### src/rtl/pixel_stream_feeder.sv
// Raster-order pixel feeder: reads a frame from 1-cycle-latency memory and hands
// pixels to the detector one per ready episode. Optional PIXEL_FEEDER_CHECKSUM_EN adds o_checksum.
module pixel_stream_feeder #(
    parameter int DATA_WIDTH   = 12,
    parameter int FRAME_WIDTH  = 320,
    parameter int FRAME_HEIGHT = 240,
    parameter int ADDR_WIDTH   = 17,
    parameter int CONTINUOUS   = 0
) (
    input  logic                  clk,
    input  logic                  reset_n,
    input  logic                  start,
    output logic                  mem_rd_en,
    output logic [ADDR_WIDTH-1:0] mem_addr,
    input  logic [DATA_WIDTH-1:0] mem_rdata,
    input  logic                  ip_ready,
    input  logic                  ip_end_frame,
    output logic [DATA_WIDTH-1:0] o_pixel,
    output logic                  o_pixel_valid,
    output logic [15:0]           o_x,
    output logic [15:0]           o_y,
    output logic                  o_busy,
    output logic                  o_frame_done,
    output logic                  o_frame_err
`ifdef PIXEL_FEEDER_CHECKSUM_EN
    ,
    output logic [31:0]           o_checksum
`endif
);

    localparam logic [15:0] LAST_X = 16'(FRAME_WIDTH - 1);
    localparam logic [15:0] LAST_Y = 16'(FRAME_HEIGHT - 1);

    typedef enum logic [2:0] {
        S_IDLE,
        S_FETCH,
        S_DATA,
        S_SEND,
        S_WAIT_LOW,
        S_WAIT_END
    } state_t;

    state_t                  r_state;
    state_t                  w_state_next;
    logic [ADDR_WIDTH-1:0]   r_mem_addr;
    logic [DATA_WIDTH-1:0]   r_pixel;
    logic                    r_pixel_valid;
    logic [15:0]             r_x;
    logic [15:0]             r_y;
    logic                    r_frame_done;
    logic                    r_frame_err;

    logic                    w_last;
    logic                    w_frame_start;
    logic                    w_restart;
    logic                    w_capture;
    logic                    w_advance;
    logic                    w_abort;
    logic                    w_complete;

    assign w_last = (r_x == LAST_X) && (r_y == LAST_Y);

    always_ff @(posedge clk or negedge reset_n) begin
        if (!reset_n) begin
            r_state <= S_IDLE;
        end else begin
            r_state <= w_state_next;
        end
    end

    always_comb begin
        w_state_next  = r_state;
        w_frame_start = 1'b0;
        w_restart     = 1'b0;
        w_capture     = 1'b0;
        w_advance     = 1'b0;
        w_abort       = 1'b0;
        w_complete    = 1'b0;
        case (r_state)
            S_IDLE: begin
                if (start) begin
                    w_frame_start = 1'b1;
                    w_state_next  = S_FETCH;
                end
            end
            S_FETCH: begin
                if (ip_end_frame) begin
                    w_abort      = 1'b1;
                    w_state_next = S_IDLE;
                end else if (ip_ready) begin
                    w_state_next = S_DATA;
                end
            end
            S_DATA: begin
                // An early end here drops the pixel that was just read.
                if (ip_end_frame) begin
                    w_abort      = 1'b1;
                    w_state_next = S_IDLE;
                end else begin
                    w_capture    = 1'b1;
                    w_state_next = S_SEND;
                end
            end
            S_SEND: begin
                if (ip_end_frame) begin
                    w_abort      = 1'b1;
                    w_state_next = S_IDLE;
                end else if (w_last) begin
                    w_state_next = S_WAIT_END;
                end else begin
                    w_advance    = 1'b1;
                    w_state_next = S_WAIT_LOW;
                end
            end
            S_WAIT_LOW: begin
                if (ip_end_frame) begin
                    w_abort      = 1'b1;
                    w_state_next = S_IDLE;
                end else if (!ip_ready) begin
                    w_state_next = S_FETCH;
                end
            end
            S_WAIT_END: begin
                if (ip_end_frame) begin
                    w_complete = 1'b1;
                    if ((CONTINUOUS != 0) || start) begin
                        w_restart    = 1'b1;
                        w_state_next = S_FETCH;
                    end else begin
                        w_state_next = S_IDLE;
                    end
                end
            end
            default: w_state_next = S_IDLE;
        endcase
    end

    always_ff @(posedge clk or negedge reset_n) begin
        if (!reset_n) begin
            r_mem_addr    <= '0;
            r_pixel       <= '0;
            r_pixel_valid <= 1'b0;
            r_x           <= '0;
            r_y           <= '0;
            r_frame_done  <= 1'b0;
            r_frame_err   <= 1'b0;
        end else begin
            r_pixel_valid <= w_capture;
            r_frame_done  <= w_abort | w_complete;
            if (w_frame_start || w_restart) begin
                r_mem_addr  <= '0;
                r_x         <= '0;
                r_y         <= '0;
                r_frame_err <= 1'b0;
            end
            if (w_abort) begin
                r_frame_err <= 1'b1;
            end
            if (w_capture) begin
                r_pixel <= mem_rdata;
            end
            // Raster address runs alongside x/y so no multiply is needed.
            if (w_advance) begin
                r_mem_addr <= r_mem_addr + ADDR_WIDTH'(1);
                if (r_x == LAST_X) begin
                    r_x <= '0;
                    r_y <= r_y + 16'd1;
                end else begin
                    r_x <= r_x + 16'd1;
                end
            end
        end
    end

`ifdef PIXEL_FEEDER_CHECKSUM_EN
    logic [31:0] r_checksum;
    logic        r_ck_pending;

    // On an automatic restart the finished sum must stay visible during the
    // done pulse, so the clear is deferred to the first pixel of the new frame.
    always_ff @(posedge clk or negedge reset_n) begin
        if (!reset_n) begin
            r_checksum   <= '0;
            r_ck_pending <= 1'b0;
        end else if (w_frame_start) begin
            r_checksum   <= '0;
            r_ck_pending <= 1'b0;
        end else if (w_restart) begin
            r_ck_pending <= 1'b1;
        end else if (w_capture) begin
            r_checksum   <= (r_ck_pending ? 32'd0 : r_checksum) + 32'(mem_rdata);
            r_ck_pending <= 1'b0;
        end
    end

    assign o_checksum = r_checksum;
`else
`endif

    assign mem_rd_en     = (r_state == S_FETCH) && ip_ready;
    assign mem_addr      = r_mem_addr;
    assign o_pixel       = r_pixel;
    assign o_pixel_valid = r_pixel_valid;
    assign o_x           = r_x;
    assign o_y           = r_y;
    assign o_busy        = (r_state != S_IDLE);
    assign o_frame_done  = r_frame_done;
    assign o_frame_err   = r_frame_err;

endmodule

### config.mk
export PLATFORM = sky130hd
export DESIGN_NAME = pixel_stream_feeder
export DESIGN_NICKNAME = d
export VERILOG_FILES = /design/src/rtl/pixel_stream_feeder.sv
export SDC_FILE = /design/constraint.sdc
export NUM_CORES = 1
export LEC_CHECK = 0
export ABC_AREA = 0
export CORE_UTILIZATION = 50
export CTS_CLUSTER_DIAMETER = 40
export DETAILED_ROUTE_END_ITERATION = 8
export GPL_TIMING_DRIVEN = 0
export HOLD_SLACK_MARGIN = 0.02
export PLACE_DENSITY_LB_ADDON = 0.3
export REMOVE_ABC_BUFFERS = 1
export SETUP_SLACK_MARGIN = 0.3
export SKIP_LAST_GASP = 1
export SYNTH_ARGS = -nofsm -noshare
export SYNTH_HDL_FRONTEND = slang
export SYNTH_SLANG_ARGS = --single-unit
### constraint.sdc
create_clock -name clk -period 2.5 [get_ports clk]
set_clock_uncertainty 0.05 [all_clocks]
set_input_delay 0.375 -clock clk [delete_from_list [all_inputs] [get_ports clk]]
set_output_delay 0.375 -clock clk [all_outputs]
set_load 0.05 [all_outputs]
==> results of run 1 <==
==> state kept, by name, indices dropped and copies added, names as in the netlist <==
signal / cells
o_pixel: 12
o_pixel_valid: 1
o_frame_done: 1
o_y: 16
o_x: 16
o_frame_err: 1
r_state: 3
mem_addr: 17
==> critical path, delay by kind of cell, from the launching register on <==
kind / cells / cell delay [ns]
compound gates: 2 / 0.35
fa+ha+maj: 1 / 0.24
buf+inv: 2 / 0.32
flops: 1 / 0.43
simple gates: 3 / 0.64
==> per-layer routing <==
layer	part of all wire	wire length, µm	vias up
met5	0	0	-
met4	0.0080	72	0
met3	0.054	486	7
met2	0.50	4490	111
met1	0.44	3940	1554
li1	-	-	1507
==> final cells by class <==
type	count	area, µm²
Multi-Input combinational cell	258	1850
Inverter	4	15.0
Tap cell	96	120
Clock inverter	1	5.00
Timing Repair Buffer	104	1020
Clock buffer	15	186
Sequential cell	67	1680
Fill cell	488	1950
==> power groups by stage <==
stage | Clock [mW] | Combinational [mW] | Sequential (mW)
after floorplan | 0 | 0.404 | 1.81
after global placement | 0 | 1.27 | 1.37
after detailed placement | 0 | 1.32 | 1.39
after CTS | 0.877 | 1.35 | 1.37
after global routing | 0.928 | 1.43 | 1.40
final | 0.865 | 1.37 | 1.37
==> final timing paths <==
kind	from	end	slack, ns	cells after the start
max	o_x[0]	o_x[14]	0.34	8
min	reset_n	o_x[9]	0.07	1
max reg2reg	o_x[0]	o_x[14]	0.34	8
min reg2reg	o_pixel[2]	o_pixel[2]	0.45	1
max in group asynchronous	reset_n	o_x[0]	1.73	1
min in group clk	o_pixel[2]	o_pixel[2]	0.45	1
==> cell families after synthesis <==
kind of cell	share of synthesized area
and+or+nand+nor	0.243
xor gates and xnor gates	0.0173
AOI/OAI and AO/OA	0.138
buffers and inverters	0.0317
muxes	0.0839
DFF	0.472
adders and majority gates	0.0134
==> synth_stat cells (5+ instances only) <==
| cell | instances |
|---|---|
| a21o_1 | 7 |
| a21oi_1 | 10 |
| a22o_1 | 9 |
| a31oi_1 | 5 |
| and2_1 | 5 |
| and3_1 | 7 |
| buf_2 | 6 |
| clkbuf_1 | 7 |
| dfrtp_1 | 67 |
| mux2_2 | 13 |
| mux2i_1 | 14 |
| nand2_1 | 32 |
| nand3_1 | 26 |
| nand4_1 | 13 |
| nor2_1 | 12 |
| nor3_1 | 13 |
| nor4_1 | 9 |
| o211ai_1 | 5 |
| o21ai_0 | 11 |
| o31ai_1 | 7 |
| or3_1 | 5 |
==> per-stage QoR <==
stage / hold WS [ns] / utilization
6_report: 0.0704 / 0.714
5_1_grt: 0.139 / 0.714
4_1_cts: 0.118 / 0.696
3_5_place_dp: 0.439 / 0.649
3_3_place_gp: 0.423 / 0.643
2_1_floorplan: 0.0294 / -
==> repair_timing <==
| item | CTS | global route |
|---|---|---|
| buffers inserted | 8 | 12 |
| pin swaps | 4 | 4 |
| cloned | 1 | 0 |
| resized for setup | 13 | 12 |
| endpoints found under the setup margin | 46 | 36 |
==> metrics.yaml, run 1 <==
clock_tree:
  clkTransAtPathRegs_ns: 0.07
  tritoncts: "yes"
  clkSinkCount: 67
  clk_latency_ns: 0.34
  clock-root-buffer: "clkbuf_8"
  ctsHoldBuffers: 0
  numCtsBuffers: 9
  clockBufferDepth: 2
  cts_htree_levels: 3
power_and_ir_drop:
  power.density_nw_per_um2: 739
  peakVddDrop_mv: 0.668
  total_leakage_power_nw: 2.06
  swShare: 0.388
  power_mw: 3.60
  p_sw_mw: 1.40
  pwr-share-clk: 0.240
  power.internal_mw: 2.21
  pwr-share-seq: 0.381
  p_comb_frac: 0.379
place:
  port_buffers: 82
  place_hpwl_um: 5630
  pre_cts_ws_ns: -0.304
  routabilityCongestion: 0.809
  numPlacedInstances: 508
  placed_area_um2: 4440
final_layout:
  final_cell_mix: "77 x clkdlybuf4s50_1, 62 x dfrtp_1, 32 x nand2_1, 25 x nand3_1, 20 x buf_4"
  drive_gt1_frac: 0.178
  layout_commonest_cell: "clkdlybuf4s50_1"
  syn_to_final_growth_pct: 37.4
  stdcell_area_um2: 4880
  instances_no_fill: 545
  nets: 464
  diodes: 0
synth:
  synth_edf_count: 0
  seq_area_frac_synth: 0.472
  yosys_warnings: 0
  yosys_most_used_dff: "dfrtp_1"
  synth_top_cell_area_share: 0.472
  synth.distinct_cells: 58
  synthesis.area_um2: 3550
  yosysTopAreaCell: "dfrtp_1"
  syn_area_per_cell_um2: 10.3
  synthTopCellsByArea: "dfrtp_1 47%, mux2_2 4.1%, mux2i_1 3.9%"
  async_flop_share: 1.00
  ys_ff_latch: 67
  syn_inst: 345
setup_path:
  slowest_stage: "dfrtp_2"
  path_cells: "ha_2 -> and4bb_2 -> and4_4 -> buf_4 -> nor2_4 -> buf_4 -> a22o_1 -> a21o_1"
  cp_common_cell: "buf_4"
  crit_type: "reg -> reg"
  worstPathRequired_ns: 2.68
  end_kind: "flip-flop"
  critical_path_arrival_ns: 2.34
  slowest_delay_ns: 0.43
  path_max_fanout: 6
  start_kind: "flip-flop"
routing:
  drtIter0Drc: 241
  wl_um: 8990
  avgRoutedWirePerCell_um: 16.5
  viasPerCell: 5.83
  drc: 0
  first_pass_iters: 5
  route.vias.total: 3179
  antenna_left: 0
run_status:
  status: "finished clean"
sta:
  fin_crit_sh: 0.863
  fin_tns_setup_ns: 0
  hold_viol_final: 0
  tightest_slew_ns: 0.835
  drv_slew: 0
  max-slew-margin-rel: 0.444
  setup_viol: 0
  min_period_ns: 2.16
  fmax_ghz: 0.464
  grt_setup_unrepaired: "false"
  worst_slack_ns: 0.343
global_route:
  grt_max_degree: 68
  gr-usage-met1: 0.335
  met3_usage: 0.0486
  grt_pass1_wl_um: 14500
  grt_remaining_overflow: 0
  grt_pass1_vias: 2953
  busiest_layer: "met2"
  antenna_found_initial: 0
  use_met2: 0.406
  grtUsageTotal: 0.249
floorplanning:
  fp.dieW_um: 86.3
  die_y_um: 86.3
  fp-row-count: 30
  start_util: 0.520
  fp.coreArea_um2: 6830
  dieArea_um2: 7440
  io_pins: 83
job:
  maxCapViolCount: 0
hold_path:
  holdCritPathClass: "in -> async"
Power figures use the tool's default switching activity.
==> run 2: changes to the inputs <==
- SLEW_MARGIN: not set -> 25
==> metrics.yaml, run 2 (same netlist as run 1, synthesis figures left out) <==
final_layout:
  final_cell_mix: "77 x clkdlybuf4s50_1, 62 x dfrtp_1, 32 x nand2_1, 25 x nand3_1, 21 x buf_4"  # was 77 x clkdlybuf4s50_1, 62 x dfrtp_1, 32 x nand2_1, 25 x nand3_1, 20 x buf_4
  nets: 469  # was 464
  largest_reg_flops: 17  # unchanged
  fillers: 500  # was 488
  layout_commonest_cell: "clkdlybuf4s50_1"  # unchanged
  diodes: 0  # unchanged
  syn_to_final_growth_pct: 39.3  # was 37.4%
  fin_util: 0.724  # was 0.714
  stdcell_area_um2: 4940  # was 4880 µm²
  drive_gt1_frac: 0.187  # was 0.178
  instances_no_fill: 550  # was 545
place:
  numPlacedInstances: 509  # was 508
  port_buffers: 82  # unchanged
  placed_area_um2: 4460  # was 4440 µm²
  routabilityCongestion: 0.809  # unchanged
  place_hpwl_um: 5660  # was 5630 µm
floorplanning:
  fp-row-count: 30  # unchanged
  start_util: 0.520  # unchanged
  die_y_um: 86.3  # unchanged
  fp.dieW_um: 86.3  # unchanged
  dieArea_um2: 7440  # unchanged
  fp.coreArea_um2: 6830  # unchanged
  io_pins: 83  # unchanged
global_route:
  grt_remaining_overflow: 0  # unchanged
  grt_pass1_vias: 3074  # was 2953
  grtUsageTotal: 0.251  # was 0.249
  grt_pass1_wl_um: 14800  # was 14500 µm
  grt_max_degree: 55  # was 68
  antenna_found_initial: 0  # unchanged
setup_path:
  crit_type: "reg -> reg"  # unchanged
  r2r-end: "o_x[11]"  # was o_x[14]
  worstPathRequired_ns: 2.73  # was 2.68 ns
  path_max_fanout: 11  # was 6
  critical_path_arrival_ns: 2.40  # was 2.34 ns
  rrSetupSlack_ns: 0.33  # was 0.34 ns
  end_kind: "flip-flop"  # unchanged
  reg2regPathDepth: 8  # unchanged
  r2r-start: "o_y[1]"  # was o_x[0]
  start_kind: "flip-flop"  # unchanged
power_and_ir_drop:
  total_leakage_power_nw: 2.08  # was 2.06 nW
  peakVddDrop_mv: 0.729  # was 0.668 mV
  power.internal_mw: 2.15  # was 2.21 mW
  p_comb_frac: 0.386  # was 0.379
  p_sw_mw: 1.42  # was 1.40 mW
  power.density_nw_per_um2: 722  # was 739 nW/µm²
  pwr-share-seq: 0.384  # was 0.381
  pwr-share-clk: 0.229  # was 0.240
  swShare: 0.398  # was 0.388
  power_mw: 3.57  # was 3.60 mW
sta:
  drv_slew: 0  # unchanged
  max-slew-margin-rel: 0.649  # was 0.444
  min_period_ns: 2.17  # was 2.16 ns
  fin_crit_sh: 0.868  # was 0.863
  setup_viol: 0  # unchanged
  grt_setup_unrepaired: "false"  # unchanged
  fin_tns_setup_ns: 0  # unchanged
  hold_viol_final: 0  # unchanged
  fmax_ghz: 0.461  # was 0.464 GHz
  tightest_slew_ns: 0.524  # was 0.835 ns
clock_tree:
  clkTransAtPathRegs_ns: 0.07  # about the same
  tritoncts: "yes"  # unchanged
  clk_latency_ns: 0.34  # about the same
  clkSinkCount: 67  # unchanged
  cts_htree_levels: 3  # unchanged
  clockBufferDepth: 2  # unchanged
  numCtsBuffers: 9  # unchanged
  clock-root-buffer: "clkbuf_8"  # unchanged
run_status:
  status: "finished clean"  # unchanged
routing:
  first_pass_iters: 4  # was 5
  avgRoutedWirePerCell_um: 16.9  # was 16.5 µm
  route.vias.total: 3247  # was 3179
  antenna_left: 0  # unchanged
  wl_um: 9290  # was 8990 µm
  drtIter0Drc: 202  # was 241
  viasPerCell: 5.90  # was 5.83
  drc: 0  # unchanged
hold_path:
  holdCritPathClass: "in -> async"  # unchanged
job:
  maxCapViolCount: 0  # unchanged
-- run 2: cell type report --
class	count	area, µm²	share of cell area
flip-flops and latches	67	1680	0.340
multi-input cells	258	1880	0.380
repair buffers	109	1080	0.218
inverters	4	15.0	0.00304
clock inverters	2	10.0	0.00202
clock buffers	14	163	0.0329
well taps	96	120	0.0243
-- run 2: worst max-delay path by stage --
stage	from	endpoint	slack, ns
2_1_floorplan	r_state[2]	o_pixel[0]	-0.11
3_3_place_gp	ip_end_frame	mem_addr[5]	-1.54
5_1_grt	o_y[1]	o_x[11]	0.25
6_report	o_y[1]	o_x[11]	0.33
3_5_place_dp	ip_end_frame	mem_addr[12]	-0.26
4_1_cts	r_state[0]	mem_rd_en	0.30
-- run 2: metal layers --
layer | vias up | GRT usage | part of all wire
li1 | 1521 | - | -
met1 | 1606 | 0.341 | 0.44
met2 | 102 | 0.395 | 0.49
met3 | 18 | 0.0476 | 0.056
met4 | 0 | 0.105 | 0.013
met5 | - | 0 | 0
-- run 2: power groups by stage --
| stage | clock (mW) | sequential [mW] | combinational [mW] |
|---|---|---|---|
| after floorplan | 0 | 1.81 | 0.404 |
| final | 0.819 | 1.37 | 1.38 |
| after detailed placement | 0 | 1.38 | 1.32 |
| after global routing | 0.880 | 1.40 | 1.44 |
| after CTS | 0.823 | 1.37 | 1.34 |
| after global placement | 0 | 1.37 | 1.27 |
-- run 2: per-stage QoR --
step	hold WS (ns)	worst slack, ns
detailed placement	0.198	-0.260
floorplan	0.0294	-0.106
finish	0.379	0.330
global placement	0.423	-1.54
global route	0.380	0.245
CTS	0.381	0.301
-- run 2: worst max-delay path, cell delays in order, from the launching register on --
cell and delay [ns]:
dfrtp_1 0.42, ha_4 0.18, and4_2 0.28, nand4_1 0.14, buf_6 0.17, buf_4 0.14
o21ai_4 0.38, a22o_1 0.23, a21o_1 0.11
-- run 2: what timing repair did --
action                                 CTS  global route
gates cloned                             1             0
hold buffers                             1             0
buffers inserted                        10            13
endpoints found under the hold margin   13             0
setup endpoints to repair               48            44
resized for setup                       13            16
pin swaps                                4             3
==> run 3: changes to the inputs <==
- CELL_PAD_IN_SITES_DETAIL_PLACEMENT: not set -> 1
- CELL_PAD_IN_SITES_GLOBAL_PLACEMENT: not set -> 1
- CORE_UTILIZATION: 50 -> 38
==> metrics.yaml, run 3 (same netlist as run 1, synthesis figures left out) <==
routing:
  first_pass_iters: 4  # unchanged
  wl_um: 10500  # was 9290 µm
  viasPerCell: 5.87  # was 5.90
  antenna_left: 0  # unchanged
  route.vias.total: 3262  # was 3247
  drc: 0  # unchanged
  avgRoutedWirePerCell_um: 19.0  # was 16.9 µm
  drtIter0Drc: 99  # was 202
final_layout:
  fin_util: 0.564  # was 0.724
  largest_reg_flops: 17  # unchanged
  stdcell_area_um2: 5010  # was 4940 µm²
  nets: 463  # was 469
  diodes: 0  # unchanged
  layout_commonest_cell: "clkdlybuf4s50_1"  # unchanged
  drive_gt1_frac: 0.194  # was 0.187
  syn_to_final_growth_pct: 41.2  # was 39.3%
  final_cell_mix: "76 x clkdlybuf4s50_1, 62 x dfrtp_1, 32 x nand2_1, 24 x nand3_1, 16 x buf_4"  # was 77 x clkdlybuf4s50_1, 62 x dfrtp_1, 32 x nand2_1, 25 x nand3_1, 21 x buf_4
  instances_no_fill: 556  # was 550
setup_path:
  crit_type: "in -> reg"  # was reg -> reg
  start_kind: "primary input"  # was flip-flop
  path_max_fanout: 15  # was 11
  end_kind: "flip-flop"  # unchanged
  critical_path_arrival_ns: 2.40  # about the same
  worstPathRequired_ns: 2.74  # was 2.73 ns
sta:
  setup_viol: 0  # unchanged
  min_period_ns: 2.16  # was 2.17 ns
  tightest_slew_ns: 0.528  # was 0.524 ns
  drv_slew: 0  # unchanged
  grt_setup_unrepaired: "true"  # was false
  hold_viol_final: 0  # unchanged
  fin_crit_sh: 0.866  # was 0.868
  fmax_ghz: 0.462  # was 0.461 GHz
  max-slew-margin-rel: 0.647  # was 0.649
run_status:
  status: "finished clean"  # unchanged
place:
  port_buffers: 82  # unchanged
  place_hpwl_um: 6620  # was 5660 µm
  numPlacedInstances: 521  # was 509
  placed_area_um2: 4490  # was 4460 µm²
  routabilityCongestion: 0.759  # was 0.809
global_route:
  grt_remaining_overflow: 0  # unchanged
  grt_pass1_vias: 3381  # was 3074
  grtUsageTotal: 0.226  # was 0.251
  grt_pass1_wl_um: 17500  # was 14800 µm
  antenna_found_initial: 0  # unchanged
  grt_max_degree: 45  # was 55
power_and_ir_drop:
  peakVddDrop_mv: 0.460  # was 0.729 mV
  total_leakage_power_nw: 2.08  # about the same
  power_mw: 3.89  # was 3.57 mW
  power.density_nw_per_um2: 776  # was 722 nW/µm²
clock_tree:
  clkSinkCount: 67  # unchanged
  clockBufferDepth: 2  # unchanged
  numCtsBuffers: 9  # unchanged
  tritoncts: "yes"  # unchanged
  cts_htree_levels: 3  # unchanged
  clkTransAtPathRegs_ns: 0.09  # was 0.07 ns
  clk_latency_ns: 0.36  # was 0.34 ns
  clock-root-buffer: "clkbuf_8"  # unchanged
floorplanning:
  fp-row-count: 34  # was 30
  start_util: 0.399  # was 0.520
  dieArea_um2: 9730  # was 7440 µm²
  fp.dieW_um: 98.7  # was 86.3 µm
  die_y_um: 98.7  # was 86.3 µm
  io_pins: 83  # unchanged
  fp.coreArea_um2: 8890  # was 6830 µm²
hold_path:
  holdCritPathClass: "in -> async"  # unchanged
job:
  maxCapViolCount: 0  # unchanged
-- run 3: cell count changes in the layout (fill, tap and decap cells not counted), sizes merged --
cell	previous run	this run
buf	27	21
bufinv	0	2
clkbuf	15	12
clkdlybuf4s15	0	1
clkdlybuf4s50	77	76
clkinv	2	0
clkinvlp	0	2
inv	4	5
-- run 3: critical path, cell delays in order --
cell and delay (ns):
clkdlybuf4s50_1 0.67, nor2_1 0.29, nand3_2 0.28, nor2_4 0.42, o21ai_0 0.16, a31oi_1 0.18
-- run 3: power breakdown --
part	internal [mW]	switching [mW]	total, mW
registers	1.23	0.159	1.39
logic	0.510	0.887	1.40
clock network	0.620	0.484	1.10
-- run 3: what timing repair did --
action | in CTS | in global routing
setup buffers | 11 | 6
pin swaps | 4 | 4
gates cloned | 1 | 0
gates resized for setup | 15 | 21
setup endpoints to repair | 48 | 50
hold buffers | 1 | 0
hold endpoints to repair | 23 | 0
-- run 3: metrics by stage --
stage | TNS, ns | hold WS, ns | setup slack, ns
after global routing | 0 | 0.443 | 0.238
after CTS | 0 | 0.411 | 0.300
after detailed placement | -8.44 | 0.259 | -0.466
after floorplan | -1.69 | 0.0294 | -0.106
final | 0 | 0.407 | 0.335
after global placement | -176.08 | 0.421 | -1.79
-- run 3: area by class of cell --
class	count	area [µm²]
fillers	955	3880
multi-input cells	258	1900
flip-flops and latches	67	1680
repair buffers	103	1050
clock buffers	11	151
well taps	108	135
clock inverters	5	83.8
inverters	4	15.0
-- run 3: final timing paths --
path	startpoint	endpoint	slack, ns	cells past startpoint
worst max-delay path	ip_end_frame	o_x[6]	0.34	6
worst min-delay path	reset_n	o_y[0]	0.41	2
worst max register to register	o_y[1]	mem_addr[5]	0.36	8
worst min register to register	mem_addr[16]	mem_addr[16]	0.44	1
max in group asynchronous	reset_n	r_state[1]	1.43	3
min in group clk	mem_addr[16]	mem_addr[16]	0.44	1
-- run 3: layer usage --
metal | vias up | track usage | part of all wire
met5 | - | 0 | 0
met4 | 0 | 0.0746 | 0.012
met3 | 11 | 0.0319 | 0.035
met2 | 75 | 0.375 | 0.50
met1 | 1673 | 0.305 | 0.46
li1 | 1503 | - | -
